**config.mk**
```make
export PLATFORM = sky130hd
export DESIGN_NAME = core_timer
export DESIGN_NICKNAME = d
export VERILOG_FILES = /design/src/rtl/core_timer.sv
export SDC_FILE = /design/constraint.sdc
export NUM_CORES = 1
export LEC_CHECK = 0
export BUFFER_PORTS_ARGS = -buffer_cell sky130_fd_sc_hd__buf_2
export CAP_MARGIN = 10
export CORE_MARGIN = 2
export CORE_UTILIZATION = 30
export CTS_CLUSTER_DIAMETER = 50
export DETAILED_ROUTE_END_ITERATION = 8
export GPL_ROUTABILITY_DRIVEN = 0
export GPL_TIMING_DRIVEN = 0
export SYNTH_ARGS = -nofsm -noshare
export SYNTH_HDL_FRONTEND = slang
export SYNTH_SLANG_ARGS = --single-unit
```
**constraint.sdc**
```tcl
create_clock -name clk_i -period 7.9 [get_ports clk_i]
set_input_delay 0.395 -clock clk_i [delete_from_list [all_inputs] [get_ports clk_i]]
set_output_delay 0.395 -clock clk_i [all_outputs]
set_load 0.01 [all_outputs]
```
**src/rtl/core_timer.sv**
```systemverilog
// rtl/core_timer.sv - memory-mapped mtime/mtimecmp machine timer with prescaler and level interrupt
module core_timer #(
  parameter int unsigned ADDR_WIDTH = 12,
  parameter int unsigned DIV_WIDTH  = 16,
  parameter int unsigned RESET_DIV  = 0,
  parameter bit          RESET_EN   = 1'b1
) (
  input  logic                  clk_i,
  input  logic                  rst_i,
  input  logic                  req_valid_i,
  output logic                  req_ready_o,
  input  logic                  req_we_i,
  input  logic [ADDR_WIDTH-1:0] req_addr_i,
  input  logic [63:0]           req_wdata_i,
  input  logic [7:0]            req_be_i,
  output logic                  resp_valid_o,
  input  logic                  resp_ready_i,
  output logic [63:0]           resp_rdata_o,
  output logic                  resp_err_o,
  output logic [63:0]           time_o,
  output logic                  time_irq_o
);

  localparam logic [ADDR_WIDTH-1:0] ADDR_MTIME    = ADDR_WIDTH'(8'h00);
  localparam logic [ADDR_WIDTH-1:0] ADDR_MTIMECMP = ADDR_WIDTH'(8'h08);
  localparam logic [ADDR_WIDTH-1:0] ADDR_CTRL     = ADDR_WIDTH'(8'h10);

  logic [63:0]          mtime_q, mtime_d;
  logic [63:0]          mtimecmp_q, mtimecmp_d;
  logic                 en_q, en_d;
  logic [DIV_WIDTH-1:0] div_q, div_d;
  logic [DIV_WIDTH-1:0] cnt_q, cnt_d;
  logic                 resp_valid_q, resp_valid_d;
  logic [63:0]          resp_rdata_q, resp_rdata_d;
  logic                 resp_err_q, resp_err_d;
  logic                 irq_q, irq_d;

  logic                 accept;
  logic                 tick;
  logic                 hit_mtime, hit_cmp, hit_ctrl, addr_ok;
  logic [63:0]          ctrl_rd;

  // Byte-lane merge of write data into an existing 64-bit register value.
  function automatic logic [63:0] merge_bytes(input logic [63:0] old_val,
                                              input logic [63:0] wdata,
                                              input logic [7:0]  be);
    logic [63:0] res;
    res = old_val;
    for (int b = 0; b < 8; b++) begin
      if (be[b]) res[8*b +: 8] = wdata[8*b +: 8];
    end
    return res;
  endfunction

  // Address decode, handshake qualification, prescaler tick and CTRL read image.
  always_comb begin
    hit_mtime = (req_addr_i == ADDR_MTIME);
    hit_cmp   = (req_addr_i == ADDR_MTIMECMP);
    hit_ctrl  = (req_addr_i == ADDR_CTRL);
    addr_ok   = hit_mtime | hit_cmp | hit_ctrl;
    accept    = req_valid_i && !resp_valid_q;
    tick      = en_q && (cnt_q >= div_q);
    ctrl_rd   = '0;
    ctrl_rd[8 +: DIV_WIDTH] = div_q;
    ctrl_rd[0] = en_q;
  end

  // Next-state: prescaler, mtime, interrupt compare, register writes and response capture.
  always_comb begin
    mtime_d      = mtime_q;
    mtimecmp_d   = mtimecmp_q;
    en_d         = en_q;
    div_d        = div_q;
    cnt_d        = cnt_q;
    resp_valid_d = resp_valid_q;
    resp_rdata_d = resp_rdata_q;
    resp_err_d   = resp_err_q;
    irq_d        = (mtime_q >= mtimecmp_q);

    if (en_q) begin
      cnt_d = tick ? '0 : cnt_q + DIV_WIDTH'(1);
    end
    if (tick) begin
      mtime_d = mtime_q + 64'd1;
    end

    if (resp_valid_q && resp_ready_i) begin
      resp_valid_d = 1'b0;
    end

    if (accept) begin
      resp_valid_d = 1'b1;
      resp_err_d   = !addr_ok;
      resp_rdata_d = '0;
      if (!req_we_i && addr_ok) begin
        if (hit_mtime)    resp_rdata_d = mtime_q;
        else if (hit_cmp) resp_rdata_d = mtimecmp_q;
        else              resp_rdata_d = ctrl_rd;
      end
      if (req_we_i && addr_ok) begin
        // A software write to MTIME overrides the increment from a coincident tick.
        if (hit_mtime) mtime_d = merge_bytes(mtime_q, req_wdata_i, req_be_i);
        if (hit_cmp)   mtimecmp_d = merge_bytes(mtimecmp_q, req_wdata_i, req_be_i);
        if (hit_ctrl) begin
          if (req_be_i[0]) en_d = req_wdata_i[0];
          for (int j = 0; j < DIV_WIDTH; j++) begin
            if (req_be_i[(8 + j) / 8]) div_d[j] = req_wdata_i[8 + j];
          end
        end
      end
    end
  end

  // State registers with synchronous reset; a reset drops any pending response.
  always_ff @(posedge clk_i) begin
    if (rst_i) begin
      mtime_q      <= '0;
      mtimecmp_q   <= '1;
      en_q         <= RESET_EN;
      div_q        <= DIV_WIDTH'(RESET_DIV);
      cnt_q        <= '0;
      resp_valid_q <= 1'b0;
      resp_rdata_q <= '0;
      resp_err_q   <= 1'b0;
      irq_q        <= 1'b0;
    end else begin
      mtime_q      <= mtime_d;
      mtimecmp_q   <= mtimecmp_d;
      en_q         <= en_d;
      div_q        <= div_d;
      cnt_q        <= cnt_d;
      resp_valid_q <= resp_valid_d;
      resp_rdata_q <= resp_rdata_d;
      resp_err_q   <= resp_err_d;
      irq_q        <= irq_d;
    end
  end

  assign req_ready_o  = !resp_valid_q;
  assign resp_valid_o = resp_valid_q;
  assign resp_rdata_o = resp_rdata_q;
  assign resp_err_o   = resp_err_q;
  assign time_o       = mtime_q;
  assign time_irq_o   = irq_q;

endmodule

```
---- Word level (Yosys, flattened, before mapping) ----
Cells that the tools add are included.
cells by class
  add/subtract/negate cells ............... 2
  order comparisons ....................... 2
  equality and inequality tests ........... 10
  mux-type cells .......................... 18
  bitwise gates (word level) .............. 2
  reductions and logical operators ........ 21
operators by type and width
  kind                                                                     count
  64-bit 2-to-1 mux                                                        7
  64-bit by 1-bit adder with 64-bit output (second input constant)         1
  64-bit greater-or-equal comparator                                       1
  8-bit 2-to-1 mux                                                         8
  4-bit AND reduction                                                      11
  4-bit != test (second input constant)                                    8
  16-bit by 1-bit adder with 16-bit output (second input constant)         1
  16-bit greater-or-equal comparator                                       1
  16-bit 2-to-1 mux                                                        1
  12-bit by 4-bit equality test with 1-bit output (second input constant)  1
  12-bit by 5-bit equality test with 1-bit output (second input constant)  1
  12-bit logical NOT                                                       1
  1-bit logical AND                                                        5
  1-bit logical NOT                                                        3
  1-bit 2-to-1 mux                                                         2
  1-bit bitwise OR                                                         2
  2-bit nonzero test                                                       1
word-level totals
  flip-flop bits (word level) ............. 228

---- Depth between registers and ports, before layout ----
Gate-level depths: netlist of the first run.
  depth in word-level cells ............... 6
  gate-level depth with buffers ........... 10
  mapped depth without buffers ............ 9

---- Least setup slack after synthesis of the first run ----
Ideal clock, no wire load.
  path type ............................... register to register
  start ................................... register div_q[9]
  end ..................................... register mtime_q[57], in the netlist time_o[57]
  setup time .............................. 0.074 ns
  arrival ................................. 2.669 ns
  required time ........................... 7.826 ns
  setup slack ............................. 5.156 ns
  cell stages (with the launch flop) ...... 10
  buffers on the path ..................... 0
  clock period less this slack ............ 2.744 ns
  cell sequence ........................... dfxtp_1 -> inv_1 -> ha_1 -> and4_1 -> o211ai_1 -> o31ai_1 -> o31ai_2 -> or4_1 -> or3b_1 -> a31oi_1
on the way
  cells in the longest elaborated chain, start to end .. 6
RTL lines
  element                               RTL line  RTL
  start, declared                       31        logic [DIV_WIDTH-1:0] div_q, div_d;
  start signal, assigned                120       div_q <= DIV_WIDTH'(RESET_DIV);
  start signal, assigned                130       div_q <= div_d;
  16-bit greater-or-equal comparator *  62        tick = en_q && (cnt_q >= div_q);
  1-bit logical AND *                   62
  64-bit 2-to-1 mux *                   83        if (tick) begin
  64-bit 2-to-1 mux                     102       if (hit_mtime) mtime_d = merge_bytes(mtime_q, req_wdata_i, req_be_i);
  64-bit 2-to-1 mux                     100       if (req_we_i && addr_ok) begin
  64-bit 2-to-1 mux *                   91        if (accept) begin
  end signal, assigned                  127       mtime_q <= mtime_d;
  end, declared                         28        logic [63:0] mtime_q, mtime_d;
Every way passes the cells marked *; elsewhere a longest branch is shown, timed or not.
A chain may end at the register's enable or synchronous reset.

---- Worst setup path in the final report of the first run ----
  start ................................... register resp_valid_q, in the netlist resp_valid_o
  end ..................................... register div_q[15]
on the way
  cells in the longest elaborated chain, start to end .. 3
RTL lines
  element                        RTL line  RTL
  start, declared                33        logic resp_valid_q, resp_valid_d;
  start signal, assigned         132       resp_valid_q <= resp_valid_d;
  1-bit logical NOT              61        accept = req_valid_i && !resp_valid_q;
  1-bit logical AND              61
  4-bit AND reduction (no line)  -
Every way passes these cells.

==> results of run 1 <==
[metrics by stage]
stage                     power (mW)  instance area [um^2]  util (%)  hold WS [ns]  instances
after floorplan                1.244                 12820         -        0.4582       1573
after global placement         1.322                 14590     34.70        0.4446       2330
after detailed placement       1.323                 14590     34.71        0.4468       2330
after CTS                      2.895                 15770     37.51        0.1254       2392
after global routing           2.957                 15770     37.52        0.1436       2394
final                          2.877                 15770     37.52        0.1374       2394
[how the worst max path moves through the flow]
stage | endpoint
final | div_q[15]
after detailed placement | resp_rdata_o[5]
after global placement | div_q[11]
after CTS | cnt_q[14]
after global routing | div_q[11]
after floorplan | time_o[57]
[state kept, by name, indices dropped and copies added, names as in the netlist]
| signal | count |
|---|---|
| mtimecmp_q | 64 |
| time_o | 64 |
| cnt_q | 16 |
| div_q | 16 |
| resp_err_o | 1 |
| en_q | 1 |
| time_irq_o | 1 |
| resp_valid_o | 1 |
| resp_rdata_o | 64 |
[cells in the final DEF (no fill, tap or decap), drive strengths merged, types with 5 or more instances in the layout]
| cell | count |
|---|---|
| o21ai | 26 |
| a211oi | 19 |
| a31oi | 31 |
| o211ai | 40 |
| and4 | 14 |
| a211o | 54 |
| nor2b | 5 |
| nand3 | 53 |
| buf | 242 |
| o21bai | 9 |
| and3 | 76 |
| nor2 | 193 |
| nor4 | 26 |
| a21o | 7 |
| xor2 | 11 |
| nand2b | 7 |
| a21oi | 105 |
| ha | 82 |
| mux2 | 7 |
| nand3b | 14 |
| clkinv | 7 |
| nor3b | 7 |
| inv | 91 |
| clkbuf | 117 |
| nand4 | 30 |
| or3 | 19 |
| nor3 | 30 |
| dfxtp | 228 |
| mux2i | 81 |
| and2 | 10 |
| or4 | 7 |
| nand2 | 147 |
[power groups by stage]
stage | combinational (mW) | sequential, mW | clock, mW
floorplan | 0.0629 | 1.18 | 0
global placement | 0.141 | 1.18 | 0
detailed placement | 0.142 | 1.18 | 0
CTS | 0.143 | 1.16 | 1.60
global route | 0.152 | 1.16 | 1.65
finish | 0.144 | 1.16 | 1.58
[critical path, delay by kind of cell, from the launching register on]
kind | cells | cell delay [ns]
multiplexers | 1 | 0.26
AND/OR/NAND/NOR | 6 | 2.16
buffers and inverters | 2 | 0.76
flip-flops | 1 | 0.34
[metal layers]
layer,part of all wire [%],wire length (um),vias up,track usage [%]
met1,42,21110,6181,28.04
met5,0.016,8,-,0
met2,46,22950,531,36.29
li1,-,-,6217,-
met4,4.1,2066,2,9.203
met3,8.1,4076,121,4.609
[layout make-up]
type	instances	area [um^2]	area share [%]
sequential	228	4564	28.94
inverter	89	334.1	2.118
buffer	93	365.4	2.316
clock inverter	14	168.9	1.071
clock buffer	48	1005	6.370
tap	539	674.4	4.276
antenna	2	5.005	0.03173
timing repair buffer	218	1091	6.917
multi-input combinational	1163	7565	47.96
[logic make-up after synthesis]
logic type / share of synthesized area, %
mux: 6.938
simple gates: 25.35
buf+inv: 5.455
flops: 35.60
fa+ha+maj: 8.002
compound gates: 17.70
xor+xnor: 0.9563
==> metrics.csv, run 1 <==
metric;value;unit
hpwlAfterDp;38.62;mm
startpoint;resp_valid_o;
hold_class;in -> reg;
overflow;0;
cts_tree;yes;
ys_warn_count;0;
path_cells;nand2b_1, clkbuf_1, nor3b_2, nand2_1, nor4_2, and2_1, clkbuf_1, mux2i_1, nor2_1;
crit_path_max_fanout;10;
p_switching;0.6897;mW
maxSlewHeadroom;33.50;%
fmax;272.0;MHz
area_growth;23.01;%
power.leakage;7.324;nW
nFillCells;4397;
outcome;complete, no violations;
h-tree-depth;2;
drt_iter0_drc;948;
clock_latency;0.53;ns
pre_cts_slack;3.954;ns
rsz0062_at_grt;no;
synth_seq_cells;228;
row_count;75;
tightest_slew;0.9892;ns
wl_per_cell;20.98;um
root_buffer;clkbuf_16;
synth_area_per_cell;8.151;um^2
whs_endpoint;time_o[39];
r2r-start;resp_valid_o;
post_cts_resized;0;
max_stage_delay;0.83;ns
ys_seq_area_share;35.60;%
critPathLaunchType;flip-flop;
seq_power_share;40.2;%
setup_slack;4.223;ns
powerDensity;182.4;mW/mm^2
drc;0;
cts.clk_slew.worst_paths;0.06;ns
grt_max_degree;12;
clkPwrFrac;54.8;%
dieArea;0.04441;mm^2
yosysTopAreaCellShare;35.60;%
yosysMostFrequentCell;dfxtp_1;
coreArea;0.04204;mm^2
chipHeight;210.7;um
die_x;210.7;um
cts_hold_buf;0;
syn_inst;1573;
track_usage;22.05;%
cts_sinks;228;
period_minus_slack;3.677;ns
cp_common_cell;clkbuf_1;
finalMaxSlewViolations;0;
synthTopCellsByCount;228 x dfxtp_1, 193 x nor2_1, 147 x nand2_1;
nNetsFinal;1999;
hold_start;req_wdata_i[39];
hold_violations;0;
grt_pass1_vias;12580;
synth.cell_area;0.01282;mm^2
io_pins;221;
end_kind;flip-flop;
io_buffers;218;
ys.flop_type;dfxtp_1;
routed-via-count;13050;
r2r-end;div_q[15];
synth_area_leader_cell;dfxtp_1;
yosys-top-cells-area;dfxtp_1 36%, ha_1 8.0%, mux2i_1 6.3%;
finClkSkew;0.01911;ns
period_share;46.54;%
cts_buffer_depth;3;
comb_power_share;5.0;%
intPower;2.188;mW
drt-total-wl;50.22;mm
drtAntennaViolNets;0;
drt-pass1-iter-count;5;
critPathKind;reg -> reg;
ff2ff_path_depth;9;
swShare;23.97;%
setup_viol;0;
vias_per_cell;5.452;
rrSetupSlack;4.22;ns
grt_pass1_wl;74.93;mm
synth_edf_count;0;
synthArstFlopShare;0;%
antenna_found_initial;4;
synthesis.nets;1744;
finalSetupTns;0;ns
initial_core_util;30.50;%
required;8.28;ns
max_cap_violations;0;
post_cts_buffers;0;
hold_depth;3;
synth.distinct_cells;69;
cts_buffers;35;
cp_slowest_cell;nor3b_2;
ir_drop;0.1065;mV
drive_gt1_share;16.62;%
arrival;4.06;ns
Note: power is estimated with default switching activity, not from simulation.
==> run 2, diff against run 1 <==
clock period = 3.66 ns   (was 7.9 ns; I/O delays follow)
==> metrics.csv, run 2 (synthesis results as in run 1) <==
metric;value;unit;change
hpwlAfterDp;38.62;mm;unchanged
coreArea;0.04204;mm^2;unchanged
grt_pass1_vias;12730;;was 12.58k
cts.clk_slew.worst_paths;0.06;ns;about the same
nFillCells;4355;;was 4397
track_usage;22.14;%;was 22.05%
max_stage_delay;0.78;ns;was 0.83 ns
finalMaxSlewViolations;0;;unchanged
critPathLaunchType;flip-flop;;unchanged
r2r-start;resp_valid_o;;unchanged
hold_class;in -> reg;;unchanged
fin_cells;2437;;was 2394
grt_pass1_wl;75.33;mm;was 74.93 mm
period_minus_slack;3.544;ns;was 3.677 ns
outcome;complete, no violations;;unchanged
cts_tree;yes;;unchanged
vias_per_cell;5.457;;was 5.452
finClkSkew;0.01760;ns;was 0.01911 ns
dieArea;0.04441;mm^2;unchanged
initial_core_util;30.50;%;unchanged
io_buffers;218;;unchanged
tightest_slew;0.9464;ns;was 0.9892 ns
critPathKind;reg -> reg;;unchanged
row_count;75;;unchanged
crit_path_max_fanout;10;;unchanged
drt-pass1-iter-count;7;;was 5
max_cap_violations;0;;unchanged
h-tree-depth;2;;unchanged
antenna_cells;0;;was 2
powerDensity;384.6;mW/mm^2;was 182.4 mW/mm^2
final_common_cell;buf_2;;unchanged
area_growth;26.66;%;was 23.01%
io_pins;221;;unchanged
path_cells;nand2b_1, clkbuf_1, nor3b_2, and4_1, clkbuf_1, and2_1, buf_1, a311oi_1, a2111oi_0;;was nand2b_1, clkbuf_1, nor3b_2, nand2_1, nor4_2, and2_1, clkbuf_1, mux2i_1, nor2_1
setup_viol;0;;unchanged
seqCellArea;0.004564;mm^2;unchanged
hold_violations;0;;unchanged
die_x;210.7;um;unchanged
cp_slowest_cell;nor3b_2;;unchanged
cts_buffers;35;;unchanged
drt-total-wl;50.47;mm;was 50.22 mm
rrSetupSlack;0.12;ns;was 4.22 ns
cts_buffer_depth;3;;unchanged
post_cts_buffers;0;;unchanged
drtAntennaViolNets;0;;unchanged
drc;0;;unchanged
holdWs;0.007455;ns;was 0.1374 ns
antenna_found_initial;2;;was 4
cts_sinks;228;;unchanged
clock_latency;0.53;ns;about the same
maxSlewHeadroom;36.91;%;was 33.50%
period_share;96.84;%;was 46.54%
drive_gt1_share;16.28;%;was 16.62%
root_buffer;clkbuf_16;;unchanged
required;4.05;ns;was 8.28 ns
drt_iter0_drc;1007;;was 948
r2r-end;time_o[5];;was div_q[15]
fmax;282.1;MHz;was 272.0 MHz
place_inst;2330;;unchanged
wl_per_cell;20.71;um;was 20.98 um
multi_input_area;0.007587;mm^2;was 0.007565 mm^2
grt_max_degree;12;;unchanged
end_kind;flip-flop;;unchanged
overflow;0;;unchanged
cp_common_cell;clkbuf_1;;unchanged
arrival;3.94;ns;was 4.06 ns
ir_drop;0.2334;mV;was 0.1065 mV
crit_path_end;time_o[5];;was div_q[15]
startpoint;resp_valid_o;;unchanged
routed-via-count;13300;;was 13.05k
nNetsFinal;2044;;was 1999
ff2ff_path_depth;9;;unchanged
power.leakage;7.525;nW;was 7.324 nW
hold_depth;3;;unchanged
chipHeight;210.7;um;unchanged
layout_common_cells;231 x buf_2, 228 x dfxtp_1, 193 x nor2_1;;unchanged
[run 2: metal layers]
layer / part of all wire (%) / wire length (um) / vias to the layer above / global-route usage [%]
met5: 0.016 / 8 / - / 0
met4: 4.0 / 2017 / 2 / 9.034
met2: 46 / 23170 / 548 / 36.70
li1: - / - / 6308 / -
met3: 8.1 / 4103 / 121 / 4.520
met1: 42 / 21180 / 6319 / 28.09
[run 2: stage by stage]
step                      power [mW]  instance area [um^2]  setup slack (ns)  utilization [%]  setup TNS (ns)
final                          6.247                 16240            0.1157            38.63               0
after global routing           6.425                 16240         -0.008642            38.63        -0.01547
after CTS                      6.287                 16220            0.1014            38.58               0
after detailed placement       2.855                 14590          -0.07443            34.71         -0.3811
after global placement         2.853                 14590           -0.3133            34.70          -4.601
after floorplan                2.684                 12820            0.9163                -               0
[run 2: critical path: cells and delay by family (launching register included)]
kind | cells | cell delay [ns]
AND/OR/NAND/NOR | 4 | 1.47
buffers and inverters | 3 | 1.08
flip-flops | 1 | 0.34
AO/OA/AOI/OAI | 2 | 0.52
[run 2: power by group]
part	internal (mW)	switching [mW]	total [mW]
Clock	2.14	1.26	3.40
Sequential	2.49	0.00813	2.50
Combinational	0.127	0.223	0.350
Total	4.75	1.49	6.25
[run 2: cell type report]
cell class,instances,area share (%)
buffer,93,2.250
clock buffer,48,6.186
sequential,228,28.10
timing repair buffer,263,9.492
clock inverter,14,1.040
inverter,89,2.057
tap,539,4.153
multi-input combinational,1163,46.72
[run 2: timing repair]
item,in CTS,in global routing
hold buffers,45,0
endpoints found under the hold margin,71,0
gates resized for setup,0,3
setup endpoints to repair,0,33
[run 2: how the worst min path moves through the flow]
stage | to | from | slack (ns)
after floorplan | time_o[18] | req_wdata_i[18] | 0.32
after global placement | resp_rdata_o[15] | resp_rdata_o[15] | 0.44
after detailed placement | resp_rdata_o[18] | resp_rdata_o[18] | 0.45
after CTS | time_o[60] | req_wdata_i[60] | 0.004
after global routing | time_o[36] | req_wdata_i[36] | 0.007
final | time_o[26] | req_wdata_i[26] | 0.007
==> run 3, diff against run 2 <==
CORE_UTILIZATION = 57   (was 30)
PLACE_DENSITY = 0.81   (was unset)
==> metrics.csv, run 3 (synthesis results as in run 1) <==
metric;value;unit;change
period_minus_slack;3.516;ns;was 3.544 ns
setup_slack;0.1439;ns;was 0.1157 ns
routed-via-count;14170;;was 13.30k
setup_viol;0;;unchanged
die_x;154.0;um;was 210.7 um
period_share;96.07;%;was 96.84%
end_kind;flip-flop;;unchanged
grt.busiest_layer;met2;;unchanged
max_stage_delay;0.78;ns;about the same
grt_util_met2;60.75;%;was 36.70%
drtAntennaViolNets;0;;unchanged
initial_core_util;58.39;%;was 30.50%
rsz0062_at_grt;no;;
tightest_slew;0.9650;ns;was 0.9464 ns
fmax;284.4;MHz;was 282.1 MHz
root_buffer;clkbuf_16;;unchanged
nFillCells;1716;;was 4355
track_usage;37.48;%;was 22.14%
power.leakage;7.496;nW;was 7.525 nW
io_pins;221;;unchanged
drt_iter0_drc;1639;;was 1007
h-tree-depth;1;;was 2
cts_sinks;228;;unchanged
cts_buffer_depth;3;;unchanged
cts.clk_slew.worst_paths;0.06;ns;about the same
grt_pass1_vias;13390;;was 12.73k
outcome;complete, no violations;;unchanged
post_cts_buffers;0;;unchanged
crit_family;simple AND/OR/NAND/NOR gates;;unchanged
place_inst;2072;;was 2330
wl_per_cell;21.02;um;was 20.71 um
row_count;54;;was 75
cp_common_cell;clkbuf_1;;unchanged
ir_drop;0.3858;mV;was 0.2334 mV
critPathKind;reg -> reg;;unchanged
stdcell_area;0.01593;mm^2;was 0.01624 mm^2
final_util;72.55;%;was 38.63%
critPathLaunchType;flip-flop;;unchanged
seqCellArea;0.004564;mm^2;unchanged
hold_class;in -> reg;;unchanged
finalSetupTns;0;ns;unchanged
nNetsFinal;2058;;was 2044
hold_violations;0;;unchanged
dieArea;0.02371;mm^2;was 0.04441 mm^2
powerDensity;363.7;mW/mm^2;was 384.6 mW/mm^2
met1_usage;46.69;%;was 28.09%
place_area;0.01427;mm^2;was 0.01459 mm^2
cts_tree;yes;;unchanged
area_growth;24.25;%;was 26.66%
maxSlewHeadroom;35.66;%;was 36.91%
gr-usage-met3;7.328;%;was 4.520%
drt-pass1-iter-count;6;;was 7
chipHeight;154.0;um;was 210.7 um
holdWs;0.01294;ns;was 0.007455 ns
io_buffers;218;;unchanged
pre_cts_slack;0.01572;ns;was -0.07443 ns
grt_max_degree;15;;was 12
antenna_found_initial;0;;was 2
hpwlAfterDp;33.32;mm;was 38.62 mm
required;4.10;ns;was 4.05 ns
max_cap_violations;0;;unchanged
clock_latency;0.56;ns;was 0.53 ns
coreArea;0.02196;mm^2;was 0.04204 mm^2
drc;0;;unchanged
overflow;0;;unchanged
path_cells;nand2b_1, clkbuf_1, nor3b_2, and4_1, clkbuf_1, and2_1, buf_1, a311oi_1, a2111oi_0;;unchanged
vias_per_cell;6.467;;was 5.457
cp_slowest_cell;nor3b_2;;unchanged
layout_common_cells;232 x buf_2, 228 x dfxtp_1, 193 x nor2_1;;was 231 x buf_2, 228 x dfxtp_1, 193 x nor2_1
finClkSkew;0.01359;ns;was 0.01760 ns
fin_cells;2191;;was 2437
multi_input_area;0.007587;mm^2;unchanged
grt_pass1_wl;71.20;mm;was 75.33 mm
final_common_cell;buf_2;;unchanged
drive_gt1_share;16.07;%;was 16.28%
total_power;5.795;mW;was 6.247 mW
finalMaxSlewViolations;0;;unchanged
worst-path-buf-inv;3;;unchanged
drt-total-wl;46.05;mm;was 50.47 mm
cts_buffers;30;;was 35
arrival;3.95;ns;was 3.94 ns
crit_path_max_fanout;10;;unchanged
[run 3: power breakdown]
group | total (mW) | switching (mW) | internal [mW]
combinational | 0.358 | 0.219 | 0.139
sequential | 2.49 | 0.00718 | 2.49
clock | 2.94 | 1.23 | 1.71
[run 3: final cells by class]
cell class	count	area share [%]
tap	280	2.199
antenna	1	0.01571
buffer	93	2.293
multi-input combinational	1163	47.62
timing repair buffer	282	10.84
clock buffer	36	5.238
clock inverter	19	1.045
sequential	228	28.65
inverter	89	2.097
[run 3: timing repair]
action | CTS | global route
hold buffers | 63 | 0
gates resized for setup | 0 | 5
endpoints found under the hold margin | 115 | 0
endpoints found under the setup margin | 0 | 26
[run 3: tightest hold or removal path: stages]
cell and delay [ns]:
buf_2 0.12, nand2_1 0.05, o211a_1 0.12, a211oi_1 0.04
[run 3: path summary, 6_finish.rpt]
path | cells past startpoint | slack, ns | to | start
worst min register to register | 2 | 0.45 | resp_rdata_o[20] | resp_rdata_o[20]
worst max-delay path | 9 | 0.14 | time_o[5] | resp_valid_o
worst max register to register | 9 | 0.14 | time_o[5] | resp_valid_o
worst min-delay path | 4 | 0.01 | time_o[41] | req_wdata_i[41]
[run 3: layer usage]
| metal | share of wire (%) | vias up |
|---|---|---|
| met5 | 0 | - |
| li1 | - | 6327 |
| met4 | 6.6 | 0 |
| met3 | 11 | 246 |
| met1 | 37 | 6639 |
| met2 | 45 | 958 |
